<file path="src/rtl/dcache_direct_wb.sv">
// Direct-mapped write-back data cache, 8 lines of 4 bytes.
// Stalls the CPU on a miss while a dirty victim is written back and the line refilled.
module dcache_direct_wb (
  input  logic        CLK,
  input  logic        RESET,
  input  logic        READ,
  input  logic        WRITE,
  input  logic [7:0]  ADDRESS,
  input  logic [7:0]  WRITEDATA,
  output logic [7:0]  READDATA,
  output logic        BUSYWAIT,
  output logic        mem_read,
  output logic        mem_write,
  output logic [5:0]  mem_address,
  output logic [31:0] mem_writedata,
  input  logic [31:0] mem_readdata,
  input  logic        mem_busywait
);

  typedef enum logic [1:0] {
    S_IDLE,
    S_WB,
    S_FETCH
  } state_t;

  state_t      r_state;
  state_t      w_next;
  logic [31:0] r_data [8];
  logic [2:0]  r_tag [8];
  logic [7:0]  r_valid;
  logic [7:0]  r_dirty;

  logic [2:0]  w_tag;
  logic [2:0]  w_idx;
  logic [1:0]  w_off;
  logic [31:0] w_line;
  logic        w_req;
  logic        w_hit;
  logic        w_whit;
  logic        w_fill;

  assign w_tag  = ADDRESS[7:5];
  assign w_idx  = ADDRESS[4:2];
  assign w_off  = ADDRESS[1:0];
  assign w_line = r_data[w_idx];
  assign w_req  = READ | WRITE;
  assign w_hit  = r_valid[w_idx]
                & (r_tag[w_idx] == w_tag);

  assign READDATA = 8'(w_line >> {w_off, 3'b000});

  always_comb begin
    w_next        = r_state;
    BUSYWAIT      = 1'b0;
    mem_read      = 1'b0;
    mem_write     = 1'b0;
    mem_address   = {w_tag, w_idx};
    mem_writedata = w_line;
    w_whit        = 1'b0;
    w_fill        = 1'b0;
    unique case (r_state)
      S_IDLE: begin
        if (w_req) begin
          if (w_hit) begin
            w_whit = WRITE;
          end else begin
            BUSYWAIT = 1'b1;
            w_next   = (r_valid[w_idx] & r_dirty[w_idx])
                     ? S_WB : S_FETCH;
          end
        end
      end
      S_WB: begin
        BUSYWAIT    = 1'b1;
        mem_write   = 1'b1;
        mem_address = {r_tag[w_idx], w_idx};
        if (!mem_busywait) w_next = S_FETCH;
      end
      S_FETCH: begin
        BUSYWAIT = 1'b1;
        mem_read = 1'b1;
        if (!mem_busywait) begin
          w_fill = 1'b1;
          w_next = S_IDLE;
        end
      end
      default: w_next = S_IDLE;
    endcase
  end

  always_ff @(posedge CLK) begin
    if (RESET) begin
      r_state <= S_IDLE;
      r_valid <= '0;
      r_dirty <= '0;
    end else begin
      r_state <= w_next;
      if (w_fill) begin
        r_valid[w_idx] <= 1'b1;
        r_dirty[w_idx] <= 1'b0;
      end else if (w_whit) begin
        r_dirty[w_idx] <= 1'b1;
      end
    end
  end

  // Data and tag arrays are left untouched by reset; valid gates them.
  always_ff @(posedge CLK) begin
    if (!RESET) begin
      if (w_fill) begin
        r_data[w_idx] <= mem_readdata;
        r_tag[w_idx]  <= w_tag;
      end else if (w_whit) begin
        r_data[w_idx][{w_off, 3'b000} +: 8] <= WRITEDATA;
      end
    end
  end

endmodule
</file>
<file path="config.mk">
export PLATFORM = sky130hd
export DESIGN_NAME = dcache_direct_wb
export DESIGN_NICKNAME = d
export VERILOG_FILES = /design/src/rtl/dcache_direct_wb.sv
export SDC_FILE = /design/constraint.sdc
export NUM_CORES = 1
export LEC_CHECK = 0
export ABC_AREA = 1
export CORE_MARGIN = 2
export CORE_UTILIZATION = 35
export CTS_CLUSTER_SIZE = 28
export DETAILED_ROUTE_END_ITERATION = 16
export GPL_TIMING_DRIVEN = 0
export PLACE_DENSITY = 0.58
export SYNTH_ARGS = -nofsm -noshare
export SYNTH_HDL_FRONTEND = slang
export SYNTH_SLANG_ARGS = --single-unit
</file>
<file path="constraint.sdc">
create_clock -name CLK -period 2.36 [get_ports CLK]
set_input_delay 0.236 -clock CLK [delete_from_list [all_inputs] [get_ports CLK]]
set_output_delay 0.236 -clock CLK [all_outputs]
set_load 0.02 [all_outputs]
</file>
==> summary.txt <==
Worst hold path
  • Hold EP: r_valid[5]$_SDFFE_PP0P_
  • Hold path depth: 5
  • Min-delay src: ADDRESS[3]
  • Worst hold path class: in -> reg

Yosys
  • Synth Instances: between 1,000 and 1,500
  • Sequential fraction of the synthesis area: between 60% and 70%
  • Async S/R FF share, synth: 0%
  • Synth Warn #: 0
  • Mean Syn Cell Area: between 10 and 15 um2
  • Mapped Nets: about 1,100
  • Post-Synthesis Cell Area: about 13,000 um2
  • Number of distinct library cells after synthesis: 36
  • Flops & latches, synth: approximately 300
  • Post-synth EDFFs: between 200 and 300
  • Main synth FF type: edfxtp_1

Critical path
  • Crit path kind: reg -> out
  • Critical path, cell by cell: a22o_1 > nor2_1 > nand4_1 > o211ai_1 > o21ai_1 > buf_4
  • Crit path max fanout: 2
  • Critical path's slowest cell: o211ai_1
  • Reg2Reg Setup Slack: -120 ps
  • Crit path DAT: approximately 2300 ps
  • CP max stage delay: 490 ps
  • Reg2Reg Depth: 14
  • Crit end category: primary output
  • WP data required: 2120 ps
  • Reg-to-Reg End: r_data[0][26]$_DFFE_PP_
  • Startpoint Class: flop
  • Reg-to-Reg Start: r_tag[6][2]$_DFFE_PP_

Pwr
  • Cell Pwr Density: 658 nW/um2
  • Maximum vdd drop: around 660 uV
  • Flop pwr share: between 40% and 50%
  • Clk pwr share: 39.3%
  • Cell internal pwr: 9.07 mW
  • Pleak: approximately 6.6 nW
  • Sw frac: between 20% and 30%
  • Tot Pwr: roughly 12 mW
  • Gate power share: 12.3%
  • NetSw: a little under 3 mW

Floorplan
  • Die height: 193 um
  • CORE AREA: 35,400 um2
  • Row cnt: between 60 and 70
  • Starting Density: a little over a third
  • # IOs: ~100
  • Die Span X: roughly 190 um
  • Die area: around 37,000 um2

Timing
  • Setup slack after layout: -176 ps
  • Post-layout minimum cycle time: ~2500 ps
  • Final hold violations: 0
  • Slew Limit Fails: 0
  • Max-slew headroom: a little under half
  • Final Skew: 33.8 ps
  • RSZ-0062 raised after global routing: yes
  • Worst slew pin tran: roughly 800 ps
  • Fmax: 394 MHz
  • Period utilisation layout: 107%
  • Final setup violation count: ~370

Finish
  • Area Growth Syn to Fin: 46.0%
  • Net count, final: 1,347
  • Finished Core Util: between 50% and 60%
  • Layout cells sized above 1: approximately 31%
  • Sequential cell area: slightly below 9000 um2
  • Area of the multi-input gates: ~4500 um2
  • Fillcell total: 2,935

Global routing
  • Vias in the first global route: between 9,000 and 10,000
  • Initial antenna violation count: 0
  • Global-route wire length before repair: between 60,000 and 70,000 um
  • Largest net degree at the start of global routing: 16
  • GRT Total Usage: 23.7%
  • Grt total ovfl: 0

Run
  • Max Cap Viol: 0

Place
  • Port Buf Inserts: between 90 and 100
  • Worst slack at placement: -1600 ps
  • Final HPWL DP: 26,900 um
  • Routability cong.: between 0.8 and 0.9

CTS
  • Htree depth: 1
  • Reg clk slew, reported paths: roughly 60 ps
  • CTS max path bufs: 3
  • Worst skew pair latency: 580 ps
  • Root buf cell: clkbuf_16
  • CTS Sinks: 298
  • CTS tree: done
  • Num CTS Buffers: 31

Drt
  • Routed via count: 9,854
  • Vias/cell: approximately 5.6
  • Pre-Repair DR Iteration Count: 5
  • Iteration-0 DRC Markers: 1,170
  • DRC Markers: 0
  • Wire per inst: around 25 um
  • Drt total wl: 44,600 um
  • ANT nets after route: 0

Run status
  • Failing checks: negative setup slack
  • Outcome: finished, violations left
[area by class of cell]
cell class / count / area share, %
sequential: 298 / 47.9
inverter: 63 / 1.42
buffer: 56 / 3.88
clock inverter: 18 / 0.869
timing repair buffer: 217 / 13.7
clock buffer: 36 / 4.34
antenna: 2 / 0.0274
multi-input combinational: 618 / 24.6
tap: 461 / 3.15
[cells in the mapped netlist (8+ instances only)]
cell         n  area (um2)
buf_4        8        60.1
o21ai_2     12         105
inv_1       59         221
a221oi_1    32         280
o21ai_1     23         115
ha_1         9         113
o211ai_1    10        75.1
dfxtp_1     18         360
edfxtp_1   280        8410
nor2_1      51         191
o21ai_0     30         150
a22oi_1     24         180
nand4_1     13        81.3
buf_2        8        40.0
clkbuf_1    35         131
a22o_1      17         149
a21oi_1     54         270
nand3_1     44         220
nand2_1    260         976
o2bb2ai_1    9        78.8
[metrics by stage]
| stage | cell area [um2] | TNS, ps | std cells | hold slack [ps] |
|---|---|---|---|---|
| 3_3_place_gp | 14100 | -608690 | 1597 | 440 |
| 2_1_floorplan | 12500 | -25200 | 1038 | 305 |
| 5_1_grt | 18300 | -68030 | 1767 | 306 |
| 3_5_place_dp | 14100 | -611390 | 1597 | 445 |
| 4_1_cts | 17600 | -9390 | 1749 | 306 |
| 6_report | 18300 | -17110 | 1769 | 296 |
[timing repair]
item	in CTS	in global routing
setup buffers	93	16
cloned	6	4
hold buffers	0	0
endpoints found under the setup margin	556	561
pin swaps	79	60
gates resized for setup	385	119
[critical path: cells and delay by family (launching register included)]
family                 cells  cell delay, ps
AO/OA/AOI/OAI              3             890
buffers and inverters      1             200
AND/OR/NAND/NOR            2             290
flip-flops                 1             350
[registers in the layout, indices dropped and copies added, names as in the netlist, named ones only]
| register | cells |
|---|---|
| r_tag | 24 |
| r_data | 256 |
| r_valid | 8 |
| r_state | 2 |
[worst max-delay path by stage]
| stage | slack [ps] | cells past startpoint | start | end |
|---|---|---|---|---|
| after floorplan | -110 | 8 | r_state[0]$_SDFFE_PP0P_ | r_data[3][0]$_DFFE_PP_ |
| after global placement | -1920 | 10 | ADDRESS[3] | READDATA[6] |
| after detailed placement | -1600 | 12 | ADDRESS[3] | READDATA[4] |
| after CTS | -100 | 11 | ADDRESS[2] | READDATA[0] |
| after global routing | -220 | 16 | r_tag[5][2]$_DFFE_PP_ | r_data[7][19]$_DFFE_PP_ |
| final | -180 | 6 | r_data[2][0]$_DFFE_PP_ | READDATA[0] |
[layer usage]
metal  up-vias  GRT usage [%]  share of wire (%)
li1       4283              -                  -
met1      4850           32.0                 39
met2       592           38.2                 48
met3       129           3.96                9.3
met4         0           9.76                4.3
met5         -              0                  0
[power by group through the flow]
| stage | registers (mW) | clock network, mW | logic (mW) |
|---|---|---|---|
| floorplan | 5.93 | 0 | 0.550 |
| CTS | 5.83 | 4.71 | 1.36 |
| detailed placement | 5.94 | 0 | 1.11 |
| finish | 5.83 | 4.73 | 1.48 |
| global route | 5.83 | 4.94 | 1.54 |
| global placement | 5.94 | 0 | 1.11 |
[cell usage in the layout, fill, tap and decap left out, types with 6 or more instances in the layout]
cell type / count
nand2_2: 18
clkinv_1: 8
nand3_1: 35
and3_1: 6
dfxtp_1: 18
o211ai_1: 10
a21oi_1: 19
a22oi_1: 23
nand3_2: 7
nor2_2: 18
clkbuf_8: 11
a22o_1: 17
nand4_1: 13
o21ai_4: 32
nor2_4: 10
a21oi_4: 32
a221oi_2: 18
nor2_1: 30
clkdlybuf4s50_1: 55
dlygate4sd2_1: 21
clkbuf_4: 6
ha_1: 7
nand2_1: 227
o21ai_0: 23
o2bb2ai_1: 8
inv_1: 55
a221oi_1: 10
clkinv_2: 8
nand3_4: 6
clkbuf_16: 40
clkbuf_1: 7
o21ai_1: 7
nand2_4: 11
buf_4: 66
dlymetal6s2s_1: 12
edfxtp_1: 280
buf_6: 33
buf_12: 41
[kinds of logic (layout without fill, tap and decap cells)]
kind of cell / after synthesis / count (layout) / synth area share [%]
flops: 298 / 298 / 70.0
fa+ha+maj: 9 / 9 / 0.899
other cells: 0 / 2 / 0
simple gates: 390 / 390 / 13.2
buf+inv: 122 / 390 / 4.29
compound gates: 219 / 219 / 11.6
Note: power is estimated with default switching activity, not from simulation.
